--- config.mk ---
export PLATFORM = sky130hd
export DESIGN_NAME = keypad_encoder_flat
export DESIGN_NICKNAME = d
export VERILOG_FILES = /design/src/rtl/keypad_if.sv /design/src/rtl/keypad_encoder.sv /design/src/flat_wrapper.sv
export SDC_FILE = /design/constraint.sdc
export NUM_CORES = 1
export LEC_CHECK = 0
export CORE_ASPECT_RATIO = 1.5
export CORE_MARGIN = 4
export CORE_UTILIZATION = 55
export CTS_CLUSTER_DIAMETER = 100
export DETAILED_ROUTE_END_ITERATION = 16
export PLACE_DENSITY = 0.7
export SLEW_MARGIN = 20
export SYNTH_ARGS = -nofsm -noshare
export SYNTH_HDL_FRONTEND = slang
export SYNTH_SLANG_ARGS = --single-unit
--- constraint.sdc ---
create_clock -name clk -period 2.65 [get_ports clk]
set_input_delay 0.6625 -clock clk [delete_from_list [all_inputs] [get_ports clk]]
set_output_delay 0.6625 -clock clk [all_outputs]
set_load 0.02 [all_outputs]
--- src/rtl/keypad_if.sv ---
// Keypad-side signals of the calculator front end: matrix scan lines plus the
// value/trig/key_down strobe pair consumed by the control unit.
interface keypad_if;
    logic [3:0] row;
    logic [3:0] col;
    logic [3:0] value;
    logic       trig;
    logic       key_down;

    modport master (
        input  row,
        output col,
        output value,
        output trig,
        output key_down
    );

    modport slave (
        output row,
        input  col,
        input  value,
        input  trig,
        input  key_down
    );
endinterface

--- src/rtl/keypad_encoder.sv ---
// 4x4 active-low keypad scanner with press/release debounce and key encoding.
// Optional auto-repeat while a key is held is enabled by KEYPAD_AUTOREPEAT_EN.
module keypad_encoder #(
    parameter int SCAN_DIV        = 1000,
    parameter int DEBOUNCE_CYCLES = 50000,
    parameter int TRIG_LEN        = 4,
    parameter int REPEAT_CYCLES   = 25000000
) (
    input  logic     clk,
    input  logic     clr_all,
    keypad_if.master kp
);

    localparam int SCAN_W = (SCAN_DIV > 1) ? $clog2(SCAN_DIV) : 1;
    localparam int DEB_W  = $clog2(DEBOUNCE_CYCLES + 1);
    localparam int STB_W  = (TRIG_LEN > 1) ? $clog2(TRIG_LEN) : 1;

    localparam logic [SCAN_W-1:0] SCAN_LAST = SCAN_W'(SCAN_DIV - 1);
    localparam logic [DEB_W-1:0]  DEB_LAST  = DEB_W'(DEBOUNCE_CYCLES - 1);
    localparam logic [DEB_W-1:0]  DEB_FULL  = DEB_W'(DEBOUNCE_CYCLES);
    localparam logic [STB_W-1:0]  STB_LAST  = STB_W'(TRIG_LEN - 1);

`ifdef KEYPAD_AUTOREPEAT_EN
    localparam int REP_W = $clog2(REPEAT_CYCLES + 1);
    localparam logic [REP_W-1:0] REP_LAST = REP_W'(REPEAT_CYCLES - 1);
    localparam logic [REP_W-1:0] REP_FULL = REP_W'(REPEAT_CYCLES);
`endif

    typedef enum logic [2:0] {
        ST_SCAN,
        ST_DEBOUNCE,
        ST_EMIT,
        ST_STROBE,
        ST_HOLD,
        ST_RELEASE
    } state_t;

    state_t              state, state_n;
    logic [1:0]          col_idx, col_idx_n;
    logic [SCAN_W-1:0]   scan_cnt, scan_cnt_n;
    logic [DEB_W-1:0]    cnt, cnt_n;
    logic [STB_W-1:0]    stb_cnt, stb_cnt_n;
    logic [3:0]          row_lat, row_lat_n;
    logic [3:0]          value_q, value_n;
    logic                key_down_q, key_down_n;
    logic                trig_q, trig_n;
    logic [3:0]          row_p0, row_p1;
`ifdef KEYPAD_AUTOREPEAT_EN
    logic [REP_W-1:0]    rep_cnt, rep_cnt_n;
`endif

    function automatic logic exactly_one_low(input logic [3:0] r);
        case (r)
            4'b1110, 4'b1101, 4'b1011, 4'b0111: return 1'b1;
            default:                            return 1'b0;
        endcase
    endfunction

    function automatic logic [1:0] row_index(input logic [3:0] r);
        case (r)
            4'b1110: return 2'd0;
            4'b1101: return 2'd1;
            4'b1011: return 2'd2;
            default: return 2'd3;
        endcase
    endfunction

    function automatic logic [3:0] encode(input logic [1:0] r, input logic [1:0] c);
        case ({r, c})
            4'h0: return 4'd1;
            4'h1: return 4'd2;
            4'h2: return 4'd3;
            4'h3: return 4'b1010;
            4'h4: return 4'd4;
            4'h5: return 4'd5;
            4'h6: return 4'd6;
            4'h7: return 4'b1011;
            4'h8: return 4'd7;
            4'h9: return 4'd8;
            4'hA: return 4'd9;
            4'hB: return 4'b1100;
            4'hC: return 4'b1101;
            4'hD: return 4'd0;
            4'hE: return 4'b1110;
            default: return 4'b1111;
        endcase
    endfunction

    function automatic logic [DEB_W-1:0] sat_inc_deb(input logic [DEB_W-1:0] v);
        return (v >= DEB_FULL) ? DEB_FULL : v + 1'b1;
    endfunction

`ifdef KEYPAD_AUTOREPEAT_EN
    function automatic logic [REP_W-1:0] sat_inc_rep(input logic [REP_W-1:0] v);
        return (v >= REP_FULL) ? REP_FULL : v + 1'b1;
    endfunction
`endif

    // Stage p0/p1: two-flop synchronizer for the asynchronous row inputs
    always_ff @(posedge clk or negedge clr_all) begin
        if (!clr_all) begin
            row_p0 <= 4'hF;
            row_p1 <= 4'hF;
        end else begin
            row_p0 <= kp.row;
            row_p1 <= row_p0;
        end
    end

    always_ff @(posedge clk or negedge clr_all) begin
        if (!clr_all) begin
            state      <= ST_SCAN;
            col_idx    <= 2'd0;
            scan_cnt   <= '0;
            cnt        <= '0;
            stb_cnt    <= '0;
            row_lat    <= 4'hF;
            value_q    <= 4'h0;
            key_down_q <= 1'b0;
            trig_q     <= 1'b0;
`ifdef KEYPAD_AUTOREPEAT_EN
            rep_cnt    <= '0;
`endif
        end else begin
            state      <= state_n;
            col_idx    <= col_idx_n;
            scan_cnt   <= scan_cnt_n;
            cnt        <= cnt_n;
            stb_cnt    <= stb_cnt_n;
            row_lat    <= row_lat_n;
            value_q    <= value_n;
            key_down_q <= key_down_n;
            trig_q     <= trig_n;
`ifdef KEYPAD_AUTOREPEAT_EN
            rep_cnt    <= rep_cnt_n;
`endif
        end
    end

    always_comb begin
        state_n    = state;
        col_idx_n  = col_idx;
        scan_cnt_n = scan_cnt;
        cnt_n      = cnt;
        stb_cnt_n  = stb_cnt;
        row_lat_n  = row_lat;
        value_n    = value_q;
        key_down_n = key_down_q;
        // trig lags the STROBE state by one clock so value always leads it
        trig_n     = (state == ST_STROBE);
`ifdef KEYPAD_AUTOREPEAT_EN
        rep_cnt_n  = rep_cnt;
`endif

        case (state)
            ST_SCAN: begin
                if (scan_cnt == SCAN_LAST) begin
                    scan_cnt_n = '0;
                    if (exactly_one_low(row_p1)) begin
                        row_lat_n = row_p1;
                        cnt_n     = '0;
                        state_n   = ST_DEBOUNCE;
                    end else begin
                        col_idx_n = col_idx + 2'd1;
                    end
                end else begin
                    scan_cnt_n = scan_cnt + 1'b1;
                end
            end

            ST_DEBOUNCE: begin
                if (row_p1 != row_lat) begin
                    state_n    = ST_SCAN;
                    col_idx_n  = col_idx + 2'd1;
                    scan_cnt_n = '0;
                end else if (cnt == DEB_LAST) begin
                    state_n = ST_EMIT;
                end else begin
                    cnt_n = sat_inc_deb(cnt);
                end
            end

            ST_EMIT: begin
                value_n    = encode(row_index(row_lat), col_idx);
                key_down_n = 1'b1;
                stb_cnt_n  = '0;
                state_n    = ST_STROBE;
            end

            ST_STROBE: begin
                if (stb_cnt == STB_LAST) begin
                    state_n = ST_HOLD;
`ifdef KEYPAD_AUTOREPEAT_EN
                    rep_cnt_n = '0;
`endif
                end else begin
                    stb_cnt_n = stb_cnt + 1'b1;
                end
            end

            ST_HOLD: begin
                // Other keys are ignored: only an all-high row bus starts release
                if (row_p1 == 4'hF) begin
                    cnt_n   = '0;
                    state_n = ST_RELEASE;
                end
`ifdef KEYPAD_AUTOREPEAT_EN
                else if (rep_cnt == REP_LAST) begin
                    rep_cnt_n = '0;
                    stb_cnt_n = '0;
                    state_n   = ST_STROBE;
                end else begin
                    rep_cnt_n = sat_inc_rep(rep_cnt);
                end
`endif
            end

            ST_RELEASE: begin
                if (row_p1 != 4'hF) begin
                    state_n = ST_HOLD;
                end else if (cnt == DEB_FULL) begin
                    key_down_n = 1'b0;
                    col_idx_n  = col_idx + 2'd1;
                    scan_cnt_n = '0;
                    state_n    = ST_SCAN;
                end else begin
                    cnt_n = sat_inc_deb(cnt);
                end
            end

            default: begin
                state_n = ST_SCAN;
            end
        endcase
    end

    assign kp.col      = ~(4'b0001 << col_idx);
    assign kp.value    = value_q;
    assign kp.trig     = trig_q;
    assign kp.key_down = key_down_q;

endmodule

--- src/flat_wrapper.sv ---
// flat-port wrapper written by rule: the top's interface ports become plain ports
module keypad_encoder_flat 
#(
    parameter int SCAN_DIV        = 1000,
    parameter int DEBOUNCE_CYCLES = 50000,
    parameter int TRIG_LEN        = 4,
    parameter int REPEAT_CYCLES   = 25000000
)
  (clk, clr_all, kp_row, kp_col, kp_value, kp_trig, kp_key_down);
  keypad_if kp_i ();
  input  logic clk;
  input  logic clr_all;
  input wire logic [$bits(kp_i.row)-1:0] kp_row;
  output wire logic [$bits(kp_i.col)-1:0] kp_col;
  output wire logic [$bits(kp_i.value)-1:0] kp_value;
  output wire logic [$bits(kp_i.trig)-1:0] kp_trig;
  output wire logic [$bits(kp_i.key_down)-1:0] kp_key_down;
  assign kp_i.row = kp_row;
  assign kp_col = kp_i.col;
  assign kp_value = kp_i.value;
  assign kp_trig = kp_i.trig;
  assign kp_key_down = kp_i.key_down;
  keypad_encoder #(.SCAN_DIV(SCAN_DIV), .DEBOUNCE_CYCLES(DEBOUNCE_CYCLES), .TRIG_LEN(TRIG_LEN), .REPEAT_CYCLES(REPEAT_CYCLES)) u_core (.clk(clk), .clr_all(clr_all), .kp(kp_i));
endmodule
Word-level counts from Yosys, hierarchy flattened
Memories as Yosys holds them, arrays and structs flattened. A register that Yosys moved wholly into a read port is not among the register bits.
Index checks and enable logic that the tools add are counted.
{"block": "word_totals", "out_inout_bits": 10, "rom_bits": 64, "wordCells": 104, "regBits": 47, "n_memories": 1, "input_bits": 6}
{"memory": "(name not given)", "words": 16, "word_bits": 4, "read_ports": 1, "rd_ports_with_merged_regs": 1, "write_ports": 0, "line_no": "keypad_encoder.sv:69", "rtl": "case ({r, c})"}
{"block": "classes", "n_addsub": 4, "n_bitwise": 1, "mux": 39, "shift": 1, "order_cmp": 1, "n_reduce_logical": 14, "eq_ne": 33}
{"cell": "two-way mux 16 bit", "n": 8}
{"cell": "case mux 16 bit (4 select lines)", "n": 1}
{"cell": "two-way mux 10 bit", "n": 4}
{"cell": "equality test 16 bit (second input constant)", "n": 2}
{"cell": "case mux 10 bit (3 select lines)", "n": 1}
{"cell": "equality test 4 bit (second input constant)", "n": 7}
{"cell": "two-way mux 3 bit", "n": 8}
{"cell": "case mux 3 bit (6 select lines)", "n": 1}
{"cell": "adder 16 x 1 -> 16 bit (second input constant)", "n": 1}
{"cell": ">= comparator 16 bit (second input constant)", "n": 1}
{"cell": "two-way mux 2 bit", "n": 7}
{"cell": "inequality test 2 bit (second input constant)", "n": 7}
{"cell": "case mux 2 bit (3 select lines)", "n": 2}
{"cell": "AND reduction 6 bit", "n": 2}
{"cell": "adder 10 x 1 -> 10 bit (second input constant)", "n": 1}
{"cell": "equality test 10 bit (second input constant)", "n": 1}
{"cell": "inequality test 2 x 1 -> 1 bit (second input constant)", "n": 5}
{"cell": "AND reduction 8 bit", "n": 1}
{"cell": "equality test 3 x 2 -> 1 bit (second input constant)", "n": 2}
{"cell": "equality test 3 bit (second input constant)", "n": 2}
{"cell": "inequality test 3 x 1 -> 1 bit (second input constant)", "n": 2}
{"cell": "AND reduction 3 bit", "n": 2}
{"cell": "two-way mux 1 bit", "n": 5}
{"cell": "adder 2 x 1 -> 2 bit (second input constant)", "n": 2}
{"cell": "17 further kinds", "n": 18}

Longest topological paths before layout
{"block": "depth", "depth_word": 8, "mapped_depth": 9, "depth_no_buf": 8}

Worst setup path before layout
OpenSTA, ideal clock, no wires.
{"block": "synth_path", "path_kind": "register to register", "start": "register u_core.cnt[12]", "end": "register u_core.scan_cnt[8]", "n_path_buf": 0, "path_stages_with_launch": 7, "t_required_ps": 2581, "setup_slack_ps": 314, "arrival_ps": 2267, "period_less_slack_ps": 2336, "setup_time_ps": 69, "path_cell_list": "dfrtp_1 > or4_4 > nor4_4 > nand3_1 > a221o_1 > or4_1 > nand3_1"}
{"block": "synth_between", "elab_chain_len": 3}
{"item": "from (decl)", "line_no": "keypad_encoder.sv:41", "rtl": "logic [DEB_W-1:0] cnt, cnt_n;"}
{"item": "from (signal assigned)", "line_no": "keypad_encoder.sv:128", "rtl": "cnt <= cnt_n;"}
{"item": "equality test 16 bit", "line_no": "keypad_encoder.sv:221", "rtl": "end else if (cnt == DEB_FULL) begin"}
{"item": "inequality test 2 x 1 -> 1 bit (no source line)"}
{"item": "AND reduction 4 bit (no source line)"}
{"item": "to (signal assigned)", "line_no": "keypad_encoder.sv:127", "rtl": "scan_cnt <= scan_cnt_n;"}
{"item": "to (decl)", "line_no": "keypad_encoder.sv:40", "rtl": "logic [SCAN_W-1:0] scan_cnt, scan_cnt_n;"}
Every way passes these cells.
A chain may end at the register's enable or synchronous reset.

Worst setup path after layout
{"block": "layout_path", "start": "register u_core.cnt[7]", "end": "register u_core.cnt[10]"}
{"block": "layout_between", "elab_chain_len": 5, "word_cells_on_any_way": 13, "cone_classes": "add/sub (1); order compare (1); eq/ne (4); mux (6); reduce/logical (1)"}
{"item": "adder 16 x 1 -> 16 bit or >= comparator 16 bit (tied branches)", "line_no": "keypad_encoder.sv:90", "rtl": "return (v >= DEB_FULL) ? DEB_FULL : v + 1'b1;"}
{"item": "two-way mux 16 bit", "line_no": "keypad_encoder.sv:90"}
{"item": "two-way mux 16 bit (on tied branches)", "line_no": "keypad_encoder.sv:221, keypad_encoder.sv:176"}
{"item": "two-way mux 16 bit (on tied branches)", "line_no": "keypad_encoder.sv:219, keypad_encoder.sv:172"}
{"item": "case mux 16 bit (4 select lines)", "line_no": "keypad_encoder.sv:155", "rtl": "case (state)"}
Parallel ways exist; a longest one is shown, timed or not. The select of a mux whose other input is x is not followed.

==> summary.log <==
qor: routing.dr.pass1.iters 5
qor: final_layout.fraction_of_layout_instances_using_a_drive_strength_above_1 14.7%
qor: synthesis.warning_count_from_the_yosys_run 0
qor: final_layout.antennaDiodeCount 0
qor: final_layout.areaGrowthSynthToFinish 14.6%
qor: floorplanning.core.rowCount 32
qor: pwr.power.static_leakage 1.41 nW
qor: sta.maxClockFrequency 386 MHz
qor: critical_path.critical-path-slowest-cell or4bb_1
qor: sta.hold-worst-slack 0.360 ns
qor: grt.globalRouteOverflowTotal 0
qor: synthesis.synth.net_count 340
qor: sta.grt_setup_unrepaired true
qor: critical_path.r2r_setup_slack 0.06 ns
qor: clock_network.ctsLongestPathBuffers 2
qor: critical_path.crit_family simple AND/OR/NAND/NOR gates
qor: grt.via_count_of_the_first_global_routing_pass 2342
qor: placed_design.gp_congestion 0.862
qor: placed_design.portBuffers 15
qor: routing.detail_route.vias_per_cell 5.94
qor: run_status.status completed
qor: job.timing.max_cap.violations 0
qor: synthesis.postSynth.asyncResetShare 100%
qor: critical_path.crit_chain or4bb_1 -> nor4_4 -> and2b_1 -> o311ai_4 -> buf_4 -> buf_4 -> o21ai_0 -> o31ai_1
qor: critical_path.cpMostUsedCell buf_4
qor: sta.min_period 2.59 ns
qor: final_layout.layout.filler_cells 422
qor: grt.grt_pass1_wl 11.1 mm
qor: routing.postRouteWirelength 6.56 mm
qor: final_layout.area_used_by_multi_input_combinational_logic 0.00152 mm^2
qor: critical_path.timing.critical_path.required 2.86 ns
qor: critical_path.timing.setup.critical_path_class register to register
qor: critical_path.cp-start-kind register
qor: synthesis.synth_cell_type_count 51
qor: grt.grt_antenna_before_repair 0
qor: routing.detail_route.drc_violations 0
qor: final_layout.design.final.nets 363
qor: sta.max-slew-margin-rel 58.1%
qor: sta.final_critical_path_setup_slack 0.0560 ns
qor: final_layout.area_of_all_sequential_standard_cells 0.00129 mm^2
qor: sta.finalSetupViolCount 0
qor: placed_design.placed_wire_length_estimate 4.84 mm
qor: critical_path.crit_fanout 7
qor: placed_design.dpl_cell_area 0.00322 mm^2
qor: floorplanning.coreArea 0.00516 mm^2
qor: clock_network.cts_root_buf clkbuf_8
qor: floorplanning.floorplan.initialDensity 56.8%
qor: sta.report.final.slew_viol_count 0
qor: pwr.max_rail_drop_vdd 0.000392 V
qor: clock_network.tritoncts done
qor: clock_network.clock_insertion_delay_worst_skew 0.30 ns
qor: synthesis.edff_count_synth 0
qor: sta.timing_worst_slew_pin_value 0.629 ns
qor: sta.clock_skew 0.00425 ns
qor: clock_network.worst_setup_hold_path_clk_slew 0.09 ns
qor: synthesis.yosysSeqAreaShare 44.0%
qor: synthesis.synthCells 324
qor: synthesis.netlist_area 0.00293 mm^2
qor: synthesis.postSynthRegisterBits 51
qor: clock_network.cts.htree.levels 2
qor: grt.global_route_usage_over_all_layers 21.5%
qor: routing.num_vias 2470
qor: clock_network.clkSinkCount 51
qor: synthesis.ys.flop_type dfrtp_1
qor: sta.final.setup.tns 0 ns
qor: synthesis.synth_area_per_cell 9.06 um^2
qor: final_layout.finish.instance_area 0.00336 mm^2
qor: routing.final_antenna_net_count 0
qor: placed_design.dpl_worst_slack 0.0872 ns
qor: floorplanning.die_width 67.6 um
qor: hold_path.hold_path_class register to register
qor: floorplanning.ioPinCount 16
qor: routing.drt-wirelength-per-cell 15.8 um
qor: routing.drt_first_iter_violations 198
qor: critical_path.endpoint_kind register
qor: floorplanning.vertical_die_dimension 97.5 um
qor: sta.layout_worst_path_cycle_share 97.9%
qor: critical_path.critical_path_buf_inv_count 2
qor: grt.grt_start_max_net_pins 29
qor: critical_path.worst_path_arrival_time 2.81 ns
qor: sta.finalHoldViolations 0
qor: clock_network.cts_inserted_buffers 5
qor: critical_path.critical_path.max_stage_delay 0.58 ns
qor: pwr.cellPowerDensity 408 mW/mm^2
qor: floorplanning.die_area 0.00659 mm^2
==> flip-flops by register name, indices dropped and copies added, names as in the netlist <==
| signal | flops |
|---|---|
| u_core.cnt | 16 |
| u_core.col_idx | 2 |
| u_core.kp.key_down | 1 |
| u_core.kp.trig | 1 |
| u_core.kp.value | 4 |
| u_core.row_lat | 4 |
| u_core.row_p0 | 4 |
| u_core.row_p1 | 4 |
| u_core.scan_cnt | 10 |
| u_core.state | 3 |
| u_core.stb_cnt | 2 |
==> synth_stat cells (all sizes together), types with 3 or more instances <==
| master | instances | share of area (%) |
|---|---|---|
| o31ai | 8 | 2.0 |
| inv | 12 | 1.5 |
| nor2b | 3 | 0.64 |
| nand2b | 5 | 1.1 |
| mux2 | 5 | 1.9 |
| and3 | 9 | 1.9 |
| dfrtp | 39 | 33 |
| dfstp | 12 | 11 |
| nor3b | 5 | 1.3 |
| nand3 | 22 | 3.8 |
| buf | 6 | 1.0 |
| clkbuf | 13 | 1.7 |
| nor3 | 3 | 0.51 |
| xnor2 | 7 | 2.1 |
| and2 | 3 | 0.64 |
| o22a | 5 | 1.5 |
| a31oi | 5 | 1.1 |
| nand4 | 5 | 1.3 |
| nor2 | 25 | 3.2 |
| o21ai | 37 | 6.3 |
| ha | 10 | 4.3 |
| a21oi | 19 | 3.2 |
| nand2 | 34 | 4.3 |
==> per-layer routing <==
metal  vias up  wire (um)  track usage, %  part of all wire [%]
met5         -          0               0                     0
met4         0        176            8.59                   2.7
met3        13        188            3.47                   2.9
met2        43       3560            37.4                    54
met1      1199       2640            25.5                    40
li1       1215          -               -                     -
==> logic make-up (layout without fill, tap and decap cells) <==
group                      after synthesis  count (layout)  share of synthesized area, %
AOI/OAI and AO/OA                       90              90                          19.4
muxes                                    7               7                          2.60
xor gates and xnor gates                 8               8                          2.39
DFF                                     51              51                          44.0
buffers and inverters                   31              55                          4.31
adders and majority gates               10              10                          4.26
and+or+nand+nor                        127             127                          23.0
==> final cells by class <==
class | instances | area share [%]
well taps | 68 | 2.53
clock inverters | 3 | 1.30
flip-flops and latches | 51 | 38.4
multi-input cells | 242 | 45.1
inverters | 12 | 1.34
clock buffers | 5 | 2.05
repair buffers | 35 | 9.27
==> report_power, final <==
group	internal [mW]	switching, mW	total, mW
sequential	0.789	0.00728	0.797
clock	0.281	0.259	0.540
combinational	0.0137	0.0209	0.0346
total	1.08	0.287	1.37
==> through the flow <==
step / power [mW] / instances / utilization [%]
2_1_floorplan: 0.819 / 324 / -
3_3_place_gp: 0.847 / 404 / 62.3
3_5_place_dp: 0.847 / 404 / 62.3
4_1_cts: 1.39 / 412 / 64.4
5_1_grt: 1.44 / 416 / 65.1
6_report: 1.37 / 416 / 65.1
==> repair_timing <==
item,CTS,global route
buffers inserted,0,4
resized for setup,0,1
endpoints found under the setup margin,0,5
hold buffers,0,0
==> placed cells by master (no fill, tap or decap), types with 3 or more instances in the layout <==
cell type / n
o21ai_0: 37
a31oi_1: 5
inv_1: 12
nor3b_1: 5
o31ai_1: 8
nor3_1: 3
and2_1: 3
nand3_1: 22
clkdlybuf4s50_1: 14
nand2b_1: 5
clkbuf_8: 5
mux2_2: 5
dfstp_2: 12
o22a_1: 5
nor2_1: 25
and3_1: 9
buf_4: 18
dfrtp_1: 39
nand4_1: 4
a21oi_1: 19
nor2b_1: 3
xnor2_1: 7
nand2_1: 34
ha_1: 10
==> worst paths after layout <==
check                            startpoint                  to  cells after the start
max                           u_core.cnt[7]      u_core.cnt[10]                      8
min                        u_core.row_p0[3]    u_core.row_p1[3]                      0
max reg2reg                   u_core.cnt[7]      u_core.cnt[10]                      8
min reg2reg                u_core.row_p0[3]    u_core.row_p1[3]                      0
max in group asynchronous           clr_all  u_core.scan_cnt[0]                      2
min in group asynchronous           clr_all  u_core.kp.value[2]                      1
Power figures use the tool's default switching activity.
